===== config.mk =====
export PLATFORM = sky130hd
export DESIGN_NAME = alu_fu_buffered
export DESIGN_NICKNAME = d
export VERILOG_FILES = /design/src/rtl/alu_fu_buffered.sv
export SDC_FILE = /design/constraint.sdc
export NUM_CORES = 1
export LEC_CHECK = 0
export ABC_AREA = 1
export BUFFER_PORTS_ARGS = -buffer_cell sky130_fd_sc_hd__buf_2
export CORE_MARGIN = 2
export CORE_UTILIZATION = 35
export DETAILED_ROUTE_END_ITERATION = 10
export GPL_ROUTABILITY_DRIVEN = 0
export MAX_ROUTING_LAYER = met4
export PLACE_DENSITY = 0.62
export SLEW_MARGIN = 25
export SYNTH_ARGS = -nofsm -noshare
export SYNTH_HDL_FRONTEND = slang
export SYNTH_SLANG_ARGS = --single-unit

===== constraint.sdc =====
create_clock -name i_clk -period 3.05 [get_ports i_clk]
set_clock_uncertainty 0.15 [all_clocks]
set_input_delay 0.1525 -clock i_clk [delete_from_list [all_inputs] [get_ports i_clk]]
set_output_delay 0.1525 -clock i_clk [all_outputs]
set_load 0.02 [all_outputs]

===== src/rtl/alu_fu_buffered.sv =====
// -----------------------------------------------------------------------------
// alu_fu_buffered
//
// Integer ALU functional unit sitting between the ALU reservation station and
// the CDB arbiter. Ops are accepted under a credit scheme, computed in the
// first of PIPE_STAGES register stages, carried through the remaining stages
// and then written into a BUF_DEPTH-entry in-order result FIFO. The FIFO lets
// finished results wait for a CDB grant without blocking new issue.
//
// Optional feature macro: ALU_FU_BR_KILL_EN
//   When defined, the kill/clr ports exist and ops carrying a mispredicted
//   branch tag are squashed from both the pipeline and the FIFO, with the FIFO
//   compacting around the holes. When undefined, tags pass through untouched.
//
// Ports:
//   i_clk          clock
//   i_rst          synchronous active-high reset
//   i_issue_valid  reservation station presents an op
//   o_issue_ready  unit has a free credit this cycle
//   i_issue_op     operation code (0 add .. 13 geu, 14-15 reserved -> 0)
//   i_issue_a/b    operands
//   i_issue_rob    destination ROB index
//   i_issue_tag    branch-tag mask of the op
//   o_res_valid    FIFO head holds a result
//   i_res_taken    CDB grant, pops the head when o_res_valid is high
//   o_res_data     head result (0 when empty)
//   o_res_rob      head ROB index (0 when empty)
//   o_res_tag      head branch-tag mask (0 when empty)
//   i_kill_valid   squash request                    (ALU_FU_BR_KILL_EN only)
//   i_kill_mask    mispredicted branch bits          (ALU_FU_BR_KILL_EN only)
//   i_clr_valid    branch resolved correctly         (ALU_FU_BR_KILL_EN only)
//   i_clr_mask     bits to clear from stored tags    (ALU_FU_BR_KILL_EN only)
// -----------------------------------------------------------------------------
module alu_fu_buffered #(
    parameter int XLEN        = 32,
    parameter int ROB_IDX_W   = 6,
    parameter int BR_TAG_W    = 4,
    parameter int PIPE_STAGES = 1,
    parameter int BUF_DEPTH   = 4
) (
    input  logic                 i_clk,
    input  logic                 i_rst,
    input  logic                 i_issue_valid,
    output logic                 o_issue_ready,
    input  logic [3:0]           i_issue_op,
    input  logic [XLEN-1:0]      i_issue_a,
    input  logic [XLEN-1:0]      i_issue_b,
    input  logic [ROB_IDX_W-1:0] i_issue_rob,
    input  logic [BR_TAG_W-1:0]  i_issue_tag,
    output logic                 o_res_valid,
    input  logic                 i_res_taken,
    output logic [XLEN-1:0]      o_res_data,
    output logic [ROB_IDX_W-1:0] o_res_rob,
    output logic [BR_TAG_W-1:0]  o_res_tag
`ifdef ALU_FU_BR_KILL_EN
    ,
    input  logic                 i_kill_valid,
    input  logic [BR_TAG_W-1:0]  i_kill_mask,
    input  logic                 i_clr_valid,
    input  logic [BR_TAG_W-1:0]  i_clr_mask
`endif
);

    localparam int SH_W  = $clog2(XLEN);
    localparam int PTR_W = $clog2(BUF_DEPTH);
    localparam int CNT_W = $clog2(BUF_DEPTH + 1);
    localparam int SUM_W = $clog2(BUF_DEPTH + PIPE_STAGES + 1);
    localparam int LAST  = PIPE_STAGES - 1;

    typedef enum logic [3:0] {
        OP_ADD  = 4'd0,
        OP_SUB  = 4'd1,
        OP_SLL  = 4'd2,
        OP_SLT  = 4'd3,
        OP_SLTU = 4'd4,
        OP_XOR  = 4'd5,
        OP_SRL  = 4'd6,
        OP_SRA  = 4'd7,
        OP_OR   = 4'd8,
        OP_AND  = 4'd9,
        OP_EQ   = 4'd10,
        OP_NE   = 4'd11,
        OP_GE   = 4'd12,
        OP_GEU  = 4'd13
    } aluOp_e;

    typedef struct packed {
        logic [XLEN-1:0]      data;
        logic [ROB_IDX_W-1:0] rob;
        logic [BR_TAG_W-1:0]  tag;
    } entry_t;

    logic                   w_killValid;
    logic [BR_TAG_W-1:0]    w_killMask;
    logic [BR_TAG_W-1:0]    w_clrAnd;
    logic [SH_W-1:0]        w_shamt;
    logic [XLEN-1:0]        w_aluResult;
    logic                   w_accept;
    logic                   w_killIssue;
    logic [PIPE_STAGES-1:0] w_stgKilled;
    logic                   w_push;
    logic                   w_pop;
    logic                   w_overflow;
    entry_t                 w_pushEntry;
    entry_t                 w_head;
    logic [SUM_W-1:0]       w_used;

    logic [PIPE_STAGES-1:0] r_stgValid;
    entry_t                 r_stg [PIPE_STAGES];
    entry_t                 r_mem [BUF_DEPTH];
    logic [PTR_W-1:0]       r_rdPtr;
    logic [CNT_W-1:0]       r_count;

    // Squash/clear controls. Without the branch-kill feature these collapse
    // to constants so the shared datapath below reduces to plain pass-through.
`ifdef ALU_FU_BR_KILL_EN
    assign w_killValid = i_kill_valid;
    assign w_killMask  = i_kill_mask;
    assign w_clrAnd    = i_clr_valid ? ~i_clr_mask : '1;
`else
    assign w_killValid = 1'b0;
    assign w_killMask  = '0;
    assign w_clrAnd    = '1;
`endif

    // ALU datapath. The whole result is produced here in the first stage;
    // compares and branch conditions return a single flag in bit 0.
    assign w_shamt = i_issue_b[SH_W-1:0];

    always_comb begin
        w_aluResult = '0;
        case (i_issue_op)
            OP_ADD:  w_aluResult = i_issue_a + i_issue_b;
            OP_SUB:  w_aluResult = i_issue_a - i_issue_b;
            OP_SLL:  w_aluResult = i_issue_a << w_shamt;
            OP_SLT:  w_aluResult = {{(XLEN-1){1'b0}}, $signed(i_issue_a) < $signed(i_issue_b)};
            OP_SLTU: w_aluResult = {{(XLEN-1){1'b0}}, i_issue_a < i_issue_b};
            OP_XOR:  w_aluResult = i_issue_a ^ i_issue_b;
            OP_SRL:  w_aluResult = i_issue_a >> w_shamt;
            OP_SRA:  w_aluResult = $signed(i_issue_a) >>> w_shamt;
            OP_OR:   w_aluResult = i_issue_a | i_issue_b;
            OP_AND:  w_aluResult = i_issue_a & i_issue_b;
            OP_EQ:   w_aluResult = {{(XLEN-1){1'b0}}, i_issue_a == i_issue_b};
            OP_NE:   w_aluResult = {{(XLEN-1){1'b0}}, i_issue_a != i_issue_b};
            OP_GE:   w_aluResult = {{(XLEN-1){1'b0}}, $signed(i_issue_a) >= $signed(i_issue_b)};
            OP_GEU:  w_aluResult = {{(XLEN-1){1'b0}}, i_issue_a >= i_issue_b};
            default: w_aluResult = '0;
        endcase
    end

    // Credit check: every accepted op holds one credit from acceptance until
    // it is popped, so pipeline occupancy plus FIFO occupancy can never
    // exceed the FIFO depth and a push can never find the FIFO full.
    always_comb begin
        w_used = SUM_W'(r_count);
        for (int k = 0; k < PIPE_STAGES; k++) begin
            w_used = w_used + SUM_W'(r_stgValid[k]);
        end
        o_issue_ready = w_used < SUM_W'(BUF_DEPTH);
    end

    assign w_accept    = i_issue_valid && o_issue_ready;
    assign w_killIssue = w_killValid && |(i_issue_tag & w_killMask);

    // Per-stage squash flags, evaluated on the tag before any clear this
    // cycle so that kill takes precedence over clr.
    always_comb begin
        w_stgKilled = '0;
        for (int k = 0; k < PIPE_STAGES; k++) begin
            w_stgKilled[k] = w_killValid && |(r_stg[k].tag & w_killMask);
        end
    end

    // Pipeline registers. Only the valid bits are reset; the payload is
    // don't-care whenever its valid bit is low.
    always_ff @(posedge i_clk) begin
        if (i_rst) begin
            r_stgValid <= '0;
        end else begin
            r_stgValid[0] <= w_accept && !w_killIssue;
            for (int k = 1; k < PIPE_STAGES; k++) begin
                r_stgValid[k] <= r_stgValid[k-1] && !w_stgKilled[k-1];
            end
        end
        r_stg[0].data <= w_aluResult;
        r_stg[0].rob  <= i_issue_rob;
        r_stg[0].tag  <= i_issue_tag & w_clrAnd;
        for (int k = 1; k < PIPE_STAGES; k++) begin
            r_stg[k].data <= r_stg[k-1].data;
            r_stg[k].rob  <= r_stg[k-1].rob;
            r_stg[k].tag  <= r_stg[k-1].tag & w_clrAnd;
        end
    end

    assign w_push = r_stgValid[LAST] && !w_stgKilled[LAST];
    assign w_pop  = o_res_valid && i_res_taken;

    always_comb begin
        w_pushEntry     = r_stg[LAST];
        w_pushEntry.tag = r_stg[LAST].tag & w_clrAnd;
    end

`ifdef ALU_FU_BR_KILL_EN
    entry_t           w_newMem [BUF_DEPTH];
    logic [CNT_W-1:0] w_newCount;
    logic [PTR_W-1:0] w_nextRd;

    // Rebuild the FIFO contents in logical (oldest-first) order: drop the
    // popped head, drop killed entries, clear resolved tag bits, then append
    // the incoming push. A head that is both taken and killed simply leaves
    // as taken. The survivors are written back starting at the new read
    // pointer, which is how the FIFO compacts around squashed holes.
    always_comb begin : fifoCompact
        entry_t slot;
        int     n;
        slot       = '0;
        n          = 0;
        w_overflow = 1'b0;
        for (int j = 0; j < BUF_DEPTH; j++) begin
            w_newMem[j] = '0;
        end
        for (int j = 0; j < BUF_DEPTH; j++) begin
            slot = r_mem[r_rdPtr + PTR_W'(j)];
            if ((CNT_W'(j) < r_count) && !(j == 0 && w_pop) &&
                !(w_killValid && |(slot.tag & w_killMask))) begin
                slot.tag = slot.tag & w_clrAnd;
                w_newMem[PTR_W'(n)] = slot;
                n = n + 1;
            end
        end
        if (w_push) begin
            if (n < BUF_DEPTH) begin
                w_newMem[PTR_W'(n)] = w_pushEntry;
            end else begin
                w_overflow = 1'b1;
            end
            n = n + 1;
        end
        w_newCount = CNT_W'(n);
        w_nextRd   = r_rdPtr + PTR_W'(w_pop);
    end

    // FIFO state update: the whole window is rewritten every cycle from the
    // compacted image above.
    always_ff @(posedge i_clk) begin
        if (i_rst) begin
            r_rdPtr <= '0;
            r_count <= '0;
        end else begin
            r_rdPtr <= w_nextRd;
            r_count <= w_newCount;
            for (int j = 0; j < BUF_DEPTH; j++) begin
                r_mem[w_nextRd + PTR_W'(j)] <= w_newMem[j];
            end
        end
    end
`else
    logic [PTR_W-1:0] r_wrPtr;

    assign w_overflow = w_push && !w_pop && (r_count == CNT_W'(BUF_DEPTH));

    // Plain circular FIFO. Pointers wrap naturally at the power-of-two
    // depth and the separate count tells full from empty.
    always_ff @(posedge i_clk) begin
        if (i_rst) begin
            r_rdPtr <= '0;
            r_wrPtr <= '0;
            r_count <= '0;
        end else begin
            if (w_push) begin
                r_mem[r_wrPtr] <= w_pushEntry;
                r_wrPtr        <= r_wrPtr + 1'b1;
            end
            if (w_pop) begin
                r_rdPtr <= r_rdPtr + 1'b1;
            end
            r_count <= r_count + CNT_W'(w_push) - CNT_W'(w_pop);
        end
    end
`endif

    // A push into a full FIFO means the credit accounting is broken.
    always_ff @(posedge i_clk) begin
        if (!i_rst) begin
            assert (!w_overflow);
        end
    end

    // Head outputs are forced to zero when empty so reset presents a clean
    // all-zero result bus without having to clear the storage array.
    assign w_head      = r_mem[r_rdPtr];
    assign o_res_valid = (r_count != '0);
    assign o_res_data  = o_res_valid ? w_head.data : '0;
    assign o_res_rob   = o_res_valid ? w_head.rob  : '0;
    assign o_res_tag   = o_res_valid ? w_head.tag  : '0;

endmodule

==> results of run 1 <==
## cell usage in the layout (no fill, tap or decap), drive strengths merged, types with 14 or more instances in the layout
cell         instances
edfxtp             168
a21oi              143
o21a                14
inv                245
nand2              651
nor2               369
dfxtp               52
clkbuf              32
buf                203
dlygate4sd3         15
nand3              356
o211ai              18
nand4               31
ha                 106
o22ai               15
o21ai              169
nor3                24
## synth_stat cells (6+ instances only)
library cell and instances:
inv_2 6, a21oi_1 140, buf_1 18, nor3_1 24
o221ai_1 6, nand4_1 31, o21ai_1 6, o21a_1 14
clkbuf_1 44, edfxtp_1 168, and2_1 11, nand2_1 648
o22ai_1 15, nor2_1 365, o21ai_0 162, inv_1 238
o211ai_1 17, ha_1 106, nand3_1 356, dfxtp_1 52
o21bai_1 10, buf_2 49
## per-layer routing
metal	global-route usage, %	vias to the layer above
met5	-	-
met4	16.2	0
met3	3.37	231
met2	41.0	1197
met1	34.3	8478
li1	-	8786
## tightest hold or removal path: cells and delay by family
kind	cells	cell delay, ns
buffers and inverters	2	0.22
and+or+nand+nor	3	0.25
## stage by stage
stage	hold slack (ns)	std cells	total power [mW]	cell area (µm²)	worst slack, ns
finish	0.0815	3368	10.2	20000	0.387
global route	0.0530	3367	10.8	19900	0.227
detailed placement	0.107	3306	7.32	19000	0.152
floorplan	0.0302	2558	5.90	17300	-0.0193
global placement	0.106	3306	7.27	19000	0.173
CTS	0.0126	3365	10.3	19900	0.277
## registers in the layout (all words and copies together) (netlist names), named ones only
register and flops:
r_stg 42, r_stgValid 1, r_wrPtr 2, r_count 3, r_mem 168, r_rdPtr 2
## worst max-delay path by stage
stage               slack (ns)  cells past startpoint              to          from
finish                    0.39                      6  o_res_data[18]          flop
global route              0.23                      6  o_res_data[18]          flop
CTS                       0.28                      6  o_res_data[20]          flop
detailed placement        0.15                     16    r_stg[0][36]  i_issue_b[0]
global placement          0.17                     16    r_stg[0][36]  i_issue_b[0]
floorplan                -0.02                      3     r_mem[0][0]    r_stgValid
## cells by family after synthesis
group | share of synthesized area, %
AOI/OAI and AO/OA | 12.8
buffers and inverters | 8.43
DFF | 35.1
xor gates and xnor gates | 0.253
adders and majority gates | 7.89
and+or+nand+nor | 35.5
## report_power, final
part           switching [mW]  internal [mW]
clock                    1.15           1.76
sequential              0.114           3.43
combinational            2.71           1.08
total                    3.97           6.27
## final cells by class
type	count	area share [%]
well taps	664	4.16
repair buffers	218	7.45
clock buffers	32	3.26
multi-input cells	1973	49.2
flip-flops and latches	220	30.5
clock inverters	12	0.771
inverters	246	4.63
diodes	3	0.0376
==> key figures, run 1 <==
Run status
  – Outcome: finished clean

Logic synthesis
  – Main synth FF type: edfxtp_1
  – Synth Cell Area: approximately 0.017 mm²
  – Synth top area cells: edfxtp_1, nand2_1, nand3_1
  – Ys Warns: 0
  – Async S/R FF share, synth: 0%
  – Register area share after synthesis: a little over a third
  – Count of cell types in the netlist: a little under 50
  – Mapped Cells: 2,558
  – Mean post-synth cell area: approximately 6.8 µm²
  – Share of the synthesized area in the top cell type: about 29%
  – Register bit total from synthesis: between 200 and 250
  – Post-synth EDFFs: 168
  – Leading area contributor after synthesis: edfxtp_1
  – Post-synth net total: between 2,000 and 3,000

Drt
  – Routed wl met3: 6650 µm
  – Pre-antenna DRT Iters: 8
  – Routed vias/inst: 5.55
  – Final antenna-violating net count: 0
  – DR WL/cell: slightly above 20 µm
  – 1st-iter DRT viols: 2,196
  – Drt drc: 0
  – M1 WL: between 20,000 and 30,000 µm
  – Total wire length: around 69,000 µm
  – Top layer in use: met4
  – Vias: 18,700
  – Met2 WL post-DR: around 30,000 µm

Floorplanning
  – Die ar.: around 0.05 mm²
  – Cell Rows: between 80 and 90
  – IO Pins: between 100 and 150
  – Die W: about 230 µm
  – Core footprint: roughly 0.049 mm²
  – Initial core utilization: between 30 and 40%
  – Die span in y: approximately 230 µm

Global routing
  – First-pass GRT wire length: 102,000 µm
  – Tot GR Track Use: a little over a quarter
  – Initial antenna violation count: 3
  – Vias in the first global route: ~17,000
  – GRT overflow: 0
  – Largest net degree at the start of global routing: between 70 and 80

Setup path
  – Largest stage delay, worst path: 0.41 ns
  – Critical-path cell list: clkinv_1 > buf_12 > nor2_1 > o21ai_0 > a21oi_1 > buf_2
  – RR Endpoint: r_mem[1][12]
  – Worst r2r src: r_stgValid
  – Critical path capture point type: output pin
  – Crit path max-delay cell type: clkinv_1
  – Worst R2R Setup Slack: a little under 1 ns
  – Crit path buf inv count: 3
  – Critical Path AT: between 2 and 2.5 ns
  – Required time worst endpoint: approximately 2.8 ns
  – R2R cell count: 4
  – Critical path peak fanout: 30
  – Worst setup SP type: flop
  – CP Class: reg2out
  – Crit-path leading delay family: buffers and inverters

Finish
  – Final core occ: 40.8%
  – Final nets: around 2,900
  – Layout fillers: approximately 5,100
  – Multi-input logic area: 0.00981 mm²
  – Area grow syn2layout: 15.2%
  – Share of layout cells above drive strength 1: under 10%
  – Register area: between 0.006 and 0.007 mm²

Clock network
  – Post-CTS Hold Buffers: 15
  – Root Buffer Master: clkbuf_16
  – Worst skew pair latency: about 0.52 ns
  – Post_cts resized: 0
  – H-Tree Level Count: 1
  – Total CTS buffers: 24
  – CTS tree: yes
  – Worst-path clk slew: 0.06 ns
  – Setup bufs post-CTS: 0
  – Sink Count: 220
  – Clk buf depth: 3

Pwr
  – Leak: between 9 and 10 nW
  – Worst VDD drop: approximately 0.34 mV
  – P per Cell Area: 513 mW/mm²

STA
  – Slew headroom: between 50% and 60%
  – Final Critical Period: 2.66 ns
  – Maximum clock frequency: 376 MHz
  – Period utilisation layout: 87.3%
  – Worst Tran Pin Value: between 0.7 and 0.8 ns
  – Setup TNS: 0 ns
  – RSZ-0062 raised after global routing: false
  – Fin. max-slew vios: 0
  – Fin. Hold Viols: 0
  – Setup violators final: 0

Worst hold path
  – Worst Hold Class: in2reg
  – Hold Path Origin: i_issue_op[2]
  – Hold path depth: 5
  – WHS Endpoint: r_stg[0][10]

Flow run
  – Max-cap violations: 0

Placement
  – Hpwl dp: ~53,000 µm
  – # port buffers: ~130
Note: power is estimated with default switching activity, not from simulation.
==> run 2: changes to the inputs <==
- CORE_UTILIZATION: 35 -> 25
- PLACE_DENSITY: 0.62 -> 0.5
==> key figures, run 2 (synthesis gave the netlist of run 1 again) <==
Run status
  – Outcome: finished clean

Floorplanning
  – Die ar.: between 0.07 and 0.08 mm²
  – Die span in y: approximately 270 µm
  – Die W: between 200 and 300 µm
  – Core footprint: about 0.069 mm²
  – Initial core utilization: approximately 25%
  – IO Pins: roughly 130
  – Cell Rows: 96

Pwr
  – Power Total: approximately 10 mW
  – Leak: between 9 and 10 nW
  – P per Cell Area: ~500 mW/mm²
  – Worst VDD drop: ~0.4 mV

Setup path
  – Critical path peak fanout: 6
  – Largest stage delay, worst path: between 0.5 and 0.6 ns
  – Crit path buf inv count: 5
  – R2R cell count: 4
  – Crit-path leading delay family: simple AND/OR/NAND/NOR gates
  – Worst setup SP type: primary input
  – Cell count along the critical path: 12
  – CP Class: in2reg
  – Critical path capture point type: flop
  – Required time worst endpoint: 3.34 ns
  – Crit path max-delay cell type: dlygate4sd3_1
  – Critical-path cell list: dlygate4sd3_1 > buf_2 > nor2_1 > inv_1 > nor2_2 > nand2_1 > inv_1 > buf_4 > nand2_1 > o21ai_1 > nor2_1 > nand3_1
  – Critical Path AT: between 3 and 4 ns

Clock network
  – CTS tree: yes
  – H-Tree Level Count: 1
  – Sink Count: 220
  – Total CTS buffers: 25
  – Root Buffer Master: clkbuf_16
  – Worst skew pair latency: 0.54 ns
  – Post_cts resized: 0
  – Worst-path clk slew: 0.06 ns
  – Setup bufs post-CTS: 0
  – Post-CTS Hold Buffers: 17
  – Clk buf depth: 3

Drt
  – DR WL/cell: between 20 and 25 µm
  – Vias: ~18,000
  – Final antenna-violating net count: 0
  – Routed vias/inst: about 5
  – 1st-iter DRT viols: ~2,000
  – Total wire length: 74,300 µm
  – Drt drc: 0
  – Pre-antenna DRT Iters: 6

Finish
  – Most frequent cells in the layout: nand2_1, nor2_1, nand3_1
  – Final nets: 2,883
  – Area grow syn2layout: 17.2%
  – Commonest non-fill, non-tap cell in the layout: nand2_1
  – Final std cells w/o fill: 3,642
  – Final core occ: slightly below 30%
  – Largest Register: r_mem
  – Largest registers: r_mem x168, r_stg x42, r_count x3
  – # diodes: 0
  – Max reg flops: approximately 170
  – Share of layout cells above drive strength 1: 10.3%
  – Final Cell Area: about 0.02 mm²

STA
  – Period utilisation layout: ~97%
  – Final Critical Period: between 2 and 3 ns
  – Fin. Hold Viols: 0
  – RSZ-0062 raised after global routing: false
  – Slew headroom: a little under three fifths
  – Setup violators final: 0
  – Maximum clock frequency: around 340 MHz
  – Setup TNS: 0 ns
  – Worst Tran Pin Value: 0.656 ns
  – Fin. max-slew vios: 0

Global routing
  – First-pass GRT wire length: about 110,000 µm
  – Initial antenna violation count: 1
  – GRT overflow: 0
  – Vias in the first global route: ~17,000
  – Largest net degree at the start of global routing: 85
  – Tot GR Track Use: 21.0%

Worst hold path
  – Worst Hold Class: in2reg
  – Hold path depth: 4

Placement
  – Placed cell areas: 0.0194 mm²
  – DP Cell Count: between 3,000 and 4,000
  – # port buffers: around 130
  – Hpwl dp: between 50,000 and 60,000 µm

Flow run
  – Max-cap violations: 0
[run 2: cell types whose count changed in the layout (fill, tap and decap cells not counted), sizes merged]
| cell | before | now |
|---|---|---|
| buf | 203 | 210 |
| clkinv | 9 | 13 |
| dlygate4sd3 | 15 | 17 |
| bufinv | 3 | 0 |
| clkbuf | 32 | 29 |
| diode | 3 | 0 |
| clkinvlp | 1 | 2 |
| inv | 245 | 247 |
[run 2: tightest hold or removal path: cells and delay by family]
family                 cells  cell delay, ns
buffers and inverters      2            0.26
and+or+nand+nor            2            0.23
[run 2: area by class of cell]
type                    instances  area [µm²]
clock buffers                  29         671
clock inverters                16        90.1
fillers                      7591       48300
inverters                     246         923
multi-input cells            1973        9810
flip-flops and latches        220        6090
well taps                     931        1160
repair buffers                227        1550
[run 2: stage by stage]
| step | hold WS [ns] | setup WS, ns |
|---|---|---|
| 2_1_floorplan | 0.0302 | -0.0193 |
| 5_1_grt | 0.0858 | 0.107 |
| 4_1_cts | 0.0275 | 0.325 |
| 3_3_place_gp | 0.106 | 0.231 |
| 3_5_place_dp | 0.107 | 0.239 |
| 6_report | 0.0666 | 0.0958 |
[run 2: path summary, 6_finish.rpt]
check / to / slack [ns] / from
setup / recovery: r_stg[0][41] / 0.1 / i_issue_op[2]
hold / removal: r_stg[0][14] / 0.07 / i_issue_b[3]
hold reg to reg: r_mem[0][16] / 0.33 / r_stg[0][16]
setup reg to reg: r_mem[3][13] / 1.05 / r_stgValid
[run 2: per-layer routing]
layer | global-route usage, % | vias to the layer above | wire [µm]
met5 | - | - | 0
met4 | 10.4 | 0 | 4330
met3 | 2.61 | 172 | 5250
met2 | 31.0 | 793 | 31500
met1 | 28.1 | 8326 | 33200
li1 | - | 8802 | -
[run 2: report_power, final]
group / total (mW) / internal (mW) / switching (mW)
combinational: 3.86 / 1.11 / 2.75
clock: 2.81 / 1.58 / 1.24
sequential: 3.55 / 3.43 / 0.124
total: 10.2 / 6.12 / 4.11
